<file path="config.mk">
export PLATFORM = sky130hd
export DESIGN_NAME = alu_arbiter
export DESIGN_NICKNAME = d
export VERILOG_FILES = /design/src/rtl/alu_pkg.sv /design/src/rtl/alu_arbiter_rr_pick2.sv /design/src/rtl/alu_arbiter.sv
export SDC_FILE = /design/constraint.sdc
export NUM_CORES = 1
export LEC_CHECK = 0
export BUFFER_PORTS_ARGS = -buffer_cell sky130_fd_sc_hd__buf_2
export CAP_MARGIN = 20
export CORE_AREA = 2 2 120 122
export CTS_CLUSTER_SIZE = 40
export DETAILED_ROUTE_END_ITERATION = 8
export DIE_AREA = 0 0 122 124
export GPL_ROUTABILITY_DRIVEN = 0
export SYNTH_ARGS = -nofsm -noshare
export SYNTH_HDL_FRONTEND = slang
export SYNTH_HIERARCHICAL = 1
export SYNTH_SLANG_ARGS = --single-unit
</file>
<file path="constraint.sdc">
create_clock -name clk -period 2.13 [get_ports clk]
set_input_delay 0.3195 -clock clk [delete_from_list [all_inputs] [get_ports clk]]
set_output_delay 0.3195 -clock clk [all_outputs]
set_load 0.02 [all_outputs]
</file>
<file path="src/rtl/alu_pkg.sv">
// Shared definitions for the ALU arbiter slice: op codes, FSM encoding, widths.
package alu_pkg;

  localparam int ALU_WIDTH = 32;
  localparam int ALU_OPW   = 3;

  // ALU op codes understood by the shared ALU; other codes pass through untouched
  localparam logic [2:0] OP_ADD = 3'b000;
  localparam logic [2:0] OP_SUB = 3'b001;
  localparam logic [2:0] OP_OR  = 3'b010;
  localparam logic [2:0] OP_BEQ = 3'b011;

  // Sequencer FSM encoding
  localparam logic [1:0] ST_IDLE = 2'd0;
  localparam logic [1:0] ST_EXEC = 2'd1;
  localparam logic [1:0] ST_RESP = 2'd2;

endpackage

</file>
<file path="src/rtl/alu_arbiter_rr_pick2.sv">
// Two-way round-robin selector: a lone requester wins outright, a tie goes
// to the requester that did not win last time.
module rr_pick2 (
  input  logic i_valid0,
  input  logic i_valid1,
  input  logic i_last_grant,
  output logic o_grant_valid,
  output logic o_grant_id
);

  // Pick the winner from the current valids and the previous grant
  always_comb begin
    o_grant_valid = i_valid0 | i_valid1;
    if (i_valid0 && i_valid1) begin
      o_grant_id = ~i_last_grant;
    end else begin
      o_grant_id = i_valid1;
    end
  end

endmodule

</file>
<file path="src/rtl/alu_arbiter.sv">
// Round-robin arbiter and sequencer sharing one combinational ALU between
// two requesters: accept in IDLE, drive ALU from registers in EXEC, hold the
// captured result on the owner's response channel in RESP.
module alu_arbiter
  import alu_pkg::*;
#(
  parameter int WIDTH = ALU_WIDTH,
  parameter int OPW   = ALU_OPW
) (
  input  logic             clk,
  input  logic             rst,
  input  logic             req0_valid,
  output logic             req0_ready,
  input  logic [OPW-1:0]   req0_op,
  input  logic [WIDTH-1:0] req0_a,
  input  logic [WIDTH-1:0] req0_b,
  output logic             rsp0_valid,
  input  logic             rsp0_ready,
  output logic [WIDTH-1:0] rsp0_result,
  output logic             rsp0_zero,
  input  logic             req1_valid,
  output logic             req1_ready,
  input  logic [OPW-1:0]   req1_op,
  input  logic [WIDTH-1:0] req1_a,
  input  logic [WIDTH-1:0] req1_b,
  output logic             rsp1_valid,
  input  logic             rsp1_ready,
  output logic [WIDTH-1:0] rsp1_result,
  output logic             rsp1_zero,
  output logic [OPW-1:0]   alu_op,
  output logic [WIDTH-1:0] alu_a,
  output logic [WIDTH-1:0] alu_b,
  input  logic [WIDTH-1:0] alu_result,
  input  logic             alu_zero
);

  logic [1:0]       r_state;
  logic [1:0]       w_state_nxt;
  logic [OPW-1:0]   r_alu_op;
  logic [WIDTH-1:0] r_alu_a;
  logic [WIDTH-1:0] r_alu_b;
  logic [WIDTH-1:0] r_result;
  logic             r_zero;
  logic             r_owner;
  logic             r_last_grant;

  logic             w_grant_valid;
  logic             w_grant_id;
  logic             w_idle;
  logic             w_in_resp;
  logic             w_accept;
  logic             w_rsp_ready;
  logic             w_rsp_done;
  logic [OPW-1:0]   w_sel_op;
  logic [WIDTH-1:0] w_sel_a;
  logic [WIDTH-1:0] w_sel_b;

  rr_pick2 u_pick (
    .i_valid0      (req0_valid),
    .i_valid1      (req1_valid),
    .i_last_grant  (r_last_grant),
    .o_grant_valid (w_grant_valid),
    .o_grant_id    (w_grant_id)
  );

  assign w_idle    = (r_state == ST_IDLE);
  assign w_in_resp = (r_state == ST_RESP);

  // The winner's valid is high by construction, so any grant in IDLE is a handshake
  assign w_accept   = w_idle & w_grant_valid;
  assign req0_ready = w_accept & ~w_grant_id;
  assign req1_ready = w_accept &  w_grant_id;

  assign rsp0_valid  = w_in_resp & ~r_owner;
  assign rsp1_valid  = w_in_resp &  r_owner;
  assign rsp0_result = r_result;
  assign rsp1_result = r_result;
  assign rsp0_zero   = r_zero;
  assign rsp1_zero   = r_zero;

  assign w_rsp_ready = r_owner ? rsp1_ready : rsp0_ready;
  assign w_rsp_done  = w_in_resp & w_rsp_ready;

  assign alu_op = r_alu_op;
  assign alu_a  = r_alu_a;
  assign alu_b  = r_alu_b;

  // Route the winning requester's operation toward the ALU drive registers
  always_comb begin
    if (w_grant_id) begin
      w_sel_op = req1_op;
      w_sel_a  = req1_a;
      w_sel_b  = req1_b;
    end else begin
      w_sel_op = req0_op;
      w_sel_a  = req0_a;
      w_sel_b  = req0_b;
    end
  end

  // Next-state logic: EXEC lasts one cycle, RESP waits for the owner's ready
  always_comb begin
    w_state_nxt = r_state;
    case (r_state)
      ST_IDLE: begin
        if (w_accept) begin
          w_state_nxt = ST_EXEC;
        end else begin
          w_state_nxt = ST_IDLE;
        end
      end
      ST_EXEC: w_state_nxt = ST_RESP;
      ST_RESP: begin
        if (w_rsp_ready) begin
          w_state_nxt = ST_IDLE;
        end else begin
          w_state_nxt = ST_RESP;
        end
      end
      default: w_state_nxt = ST_IDLE;
    endcase
  end

  // State, ALU drive, capture and round-robin history registers
  always_ff @(posedge clk) begin
    if (rst) begin
      r_state      <= ST_IDLE;
      r_alu_op     <= '0;
      r_alu_a      <= '0;
      r_alu_b      <= '0;
      r_result     <= '0;
      r_zero       <= 1'b0;
      r_owner      <= 1'b0;
      r_last_grant <= 1'b1;
    end else begin
      r_state <= w_state_nxt;
      if (w_accept) begin
        r_alu_op <= w_sel_op;
        r_alu_a  <= w_sel_a;
        r_alu_b  <= w_sel_b;
        r_owner  <= w_grant_id;
      end
      if (r_state == ST_EXEC) begin
        r_result <= alu_result;
        r_zero   <= alu_zero;
      end
      if (w_rsp_done) begin
        r_last_grant <= r_owner;
      end
    end
  end

endmodule

</file>
==> results.toml <==
[outcome]
outcome = "finished clean"

[yosys]
ys_ff_latch = 104
synth_edf_count = 0
syn-instance-count = 428
synth_top_area_cell = "dfxtp_1"
avgSynthCellArea_sq_um = 10.33
synth_area_leaders = "dfxtp_1, mux2i_1, o2bb2ai_1"
yosys_warnings = 6
synth_nets = 601
netlist_area_sq_mm = 0.004420
yosys.cell_types.count = 24
yosysSeqAreaShare_pct = 47.10
netlist.area_leader.share_pct = 47.10
ys.flop_type = "dfxtp_1"
synthArstFlopShare_pct = 0

[die]
core-area_sq_mm = 0.01372
start_util_pct = 32.22
fp-row-count = 43
pin_count = 310
dieHeight_um = 124
die-area_sq_mm = 0.01513
die_w_um = 122

[timing]
skew_ns = 0.004328
setup_tns_ns = 0
setup_viol = 0
hold_viol_final = 0
worst_slew_pin_slew_ns = 0.3736
drv_slew = 0
rsz0062_at_grt = "no"
relSlewSlack_pct = 75.09
fmax_mhz = 572.0
period_share_pct = 82.08
fin_crit_ns = 1.748

[worst_setup_path]
crit_path_end_kind = "output pin"
arrival_ns = 1.43
cp_common_cell = "nor2b_1"
worstPathRequired_ns = 1.81
r2r_end = "alu_b[22]"
startpoint = "r_state[1]"
r2r_start = "r_state[1]"
regToRegSetupSlack_ns = 0.55
start_kind = "flop"
criticalPathCategory = "reg2out"
crit_family = "simple AND/OR/NAND/NOR gates"
rr_worst_depth = 4
max_stage_delay_ns = 0.38
cp_max_fo = 5
path_cells = "nor2b_1, nor2b_1, buf_2"
crit_path_top_delay_cell = "dfxtp_1"
critPathBufInv = 1

[worst_hold_path]
whs_endpoint = "rsp0_result[20]"
whs_path_depth = 3
hp-class = "in2reg"
hold_start = "alu_result[20]"

[detailed_routing]
first_iter_violations = 110
remaining_drc_errors = 0
vias = 4039
via_per_inst = 4.627
post_drt_wl_per_cell_um = 14.13
ant_nets = 0
routed_wl_um = 12330
drt_pass1_iterations = 4

[clocking]
cts_tree = "done"
worstSkewPairLatency_ns = 0.34
cts_max_level = 3
clock_path_buffers = 2
cts_resized = 0
numCtsBuffers = 9
cts.sinks = 104
cts_setup_buffers = 0
clk_root_buffer_cell = "clkbuf_16"
hold_buffers = 0
cts.clk_slew.worst_paths_ns = 0.07

[grt]
grt_pass1_vias = 3941
track_usage_pct = 15.57
grt_max_degree = 46
grt_pass1_wl_um = 18470
antenna_found_initial = 0
overflow = 0

[cells_and_area]
diodes = 0
n_fill_cell = 1341
drive_above_1_share_pct = 51.08
nets = 862
area_growth_pct = 40.19
fin_cells = 873

[power]
power_density_mw_per_mm2 = 807.0
vdd_drop_max_mv = 0.4303
p_leak_uw = 0.003029

[placed_design]
place_hpwl_um = 9633
dp.cells = 858
io_buffers = 309

[flow_run]
drv_cap = 0
==> cells by family (layout without fill, tap and decap cells) <==
kind of cell / count (synthesis) / after routing / share of synthesized area, %
compound gates: 106 / 106 / 20.52
flops: 104 / 104 / 47.10
simple gates: 80 / 80 / 7.444
buf+inv: 70 / 335 / 9.539
mux: 68 / 68 / 15.40
==> flip-flops by register name, indices dropped and copies added, names as in the netlist <==
signal / count
alu_op: 3
rsp0_zero: 1
alu_b: 32
rsp0_result: 32
r_state: 2
r_last_grant: 1
alu_a: 32
r_owner: 1
==> cell type report <==
cell class	instances	area (sq um)	share of cell area (%)
sequential	104	2082	33.60
multi-input combinational	254	1942	31.33
clock buffer	12	246.5	3.977
tap	180	225.2	3.634
inverter	2	7.507	0.1211
timing repair buffer	318	1652	26.65
clock inverter	3	42.54	0.6865
==> per-stage QoR <==
stage | power [uW] | setup WS (ns) | hold WS [ns] | cell area, sq um | util (%)
after floorplan | 3011 | 0.3574 | 0.4555 | 4420 | -
after CTS | 5085 | 0.3133 | 0.1978 | 6197 | 45.17
after global placement | 3427 | 0.3108 | 0.4417 | 5908 | 43.06
after global routing | 5273 | 0.2092 | 0.2057 | 6197 | 45.17
after detailed placement | 3445 | 0.2779 | 0.4428 | 5908 | 43.06
final | 5001 | 0.3817 | 0.2154 | 6197 | 45.17
==> report_power, final <==
part / internal, uW / switching, uW
registers: 2130 / 114
logic: 462 / 687
clock network: 936 / 677
total: 3520 / 1480
==> worst max path at each step <==
stage / slack [ns] / cells after the start / to
after floorplan: 0.36 / 6 / req1_ready
after global placement: 0.31 / 6 / alu_a[20]
after detailed placement: 0.28 / 6 / alu_b[23]
after CTS: 0.31 / 3 / rsp0_valid
after global routing: 0.21 / 3 / rsp0_valid
final: 0.38 / 3 / rsp0_valid
==> Yosys cell counts (2+ instances only) <==
library cell / instances
dfxtp_1: 104
buf_6: 3
inv_1: 2
buf_2: 9
nor2_1: 3
buf_1: 3
o2bb2ai_2: 19
clkbuf_1: 19
or2_1: 2
mux2i_1: 68
nand2_1: 67
buf_4: 33
o2bb2ai_1: 48
nor2b_1: 3
a21oi_1: 36
==> metal layers <==
metal  track usage (%)  up-vias  routed length, um  share of wire, %
met5                 0        -                  0                 0
li1                  -     2008                  -                 -
met2             28.70      196               6303                51
met4             6.753        0                221               1.8
met1             16.86     1820               4761                39
met3             3.938       15               1045               8.5
==> worst reg2reg max path, delay by kind of cell, from the launching register on <==
| kind | cells | cell delay, ns |
|---|---|---|
| buf+inv | 1 | 0.19 |
| compound gates | 1 | 0.22 |
| simple gates | 2 | 0.76 |
| flops | 1 | 0.34 |
==> cell usage in the layout, fill, tap and decap left out, types with 2 or more instances in the layout <==
| master | instances |
|---|---|
| inv_1 | 2 |
| nand2_1 | 67 |
| o2bb2ai_2 | 19 |
| clkbuf_1 | 2 |
| clkbuf_16 | 9 |
| buf_12 | 3 |
| buf_4 | 6 |
| buf_2 | 309 |
| nor2b_1 | 2 |
| dfxtp_1 | 104 |
| o2bb2ai_1 | 48 |
| nor2_1 | 3 |
| a21oi_1 | 35 |
| mux2i_1 | 68 |
(Power assumes the default switching activity.)
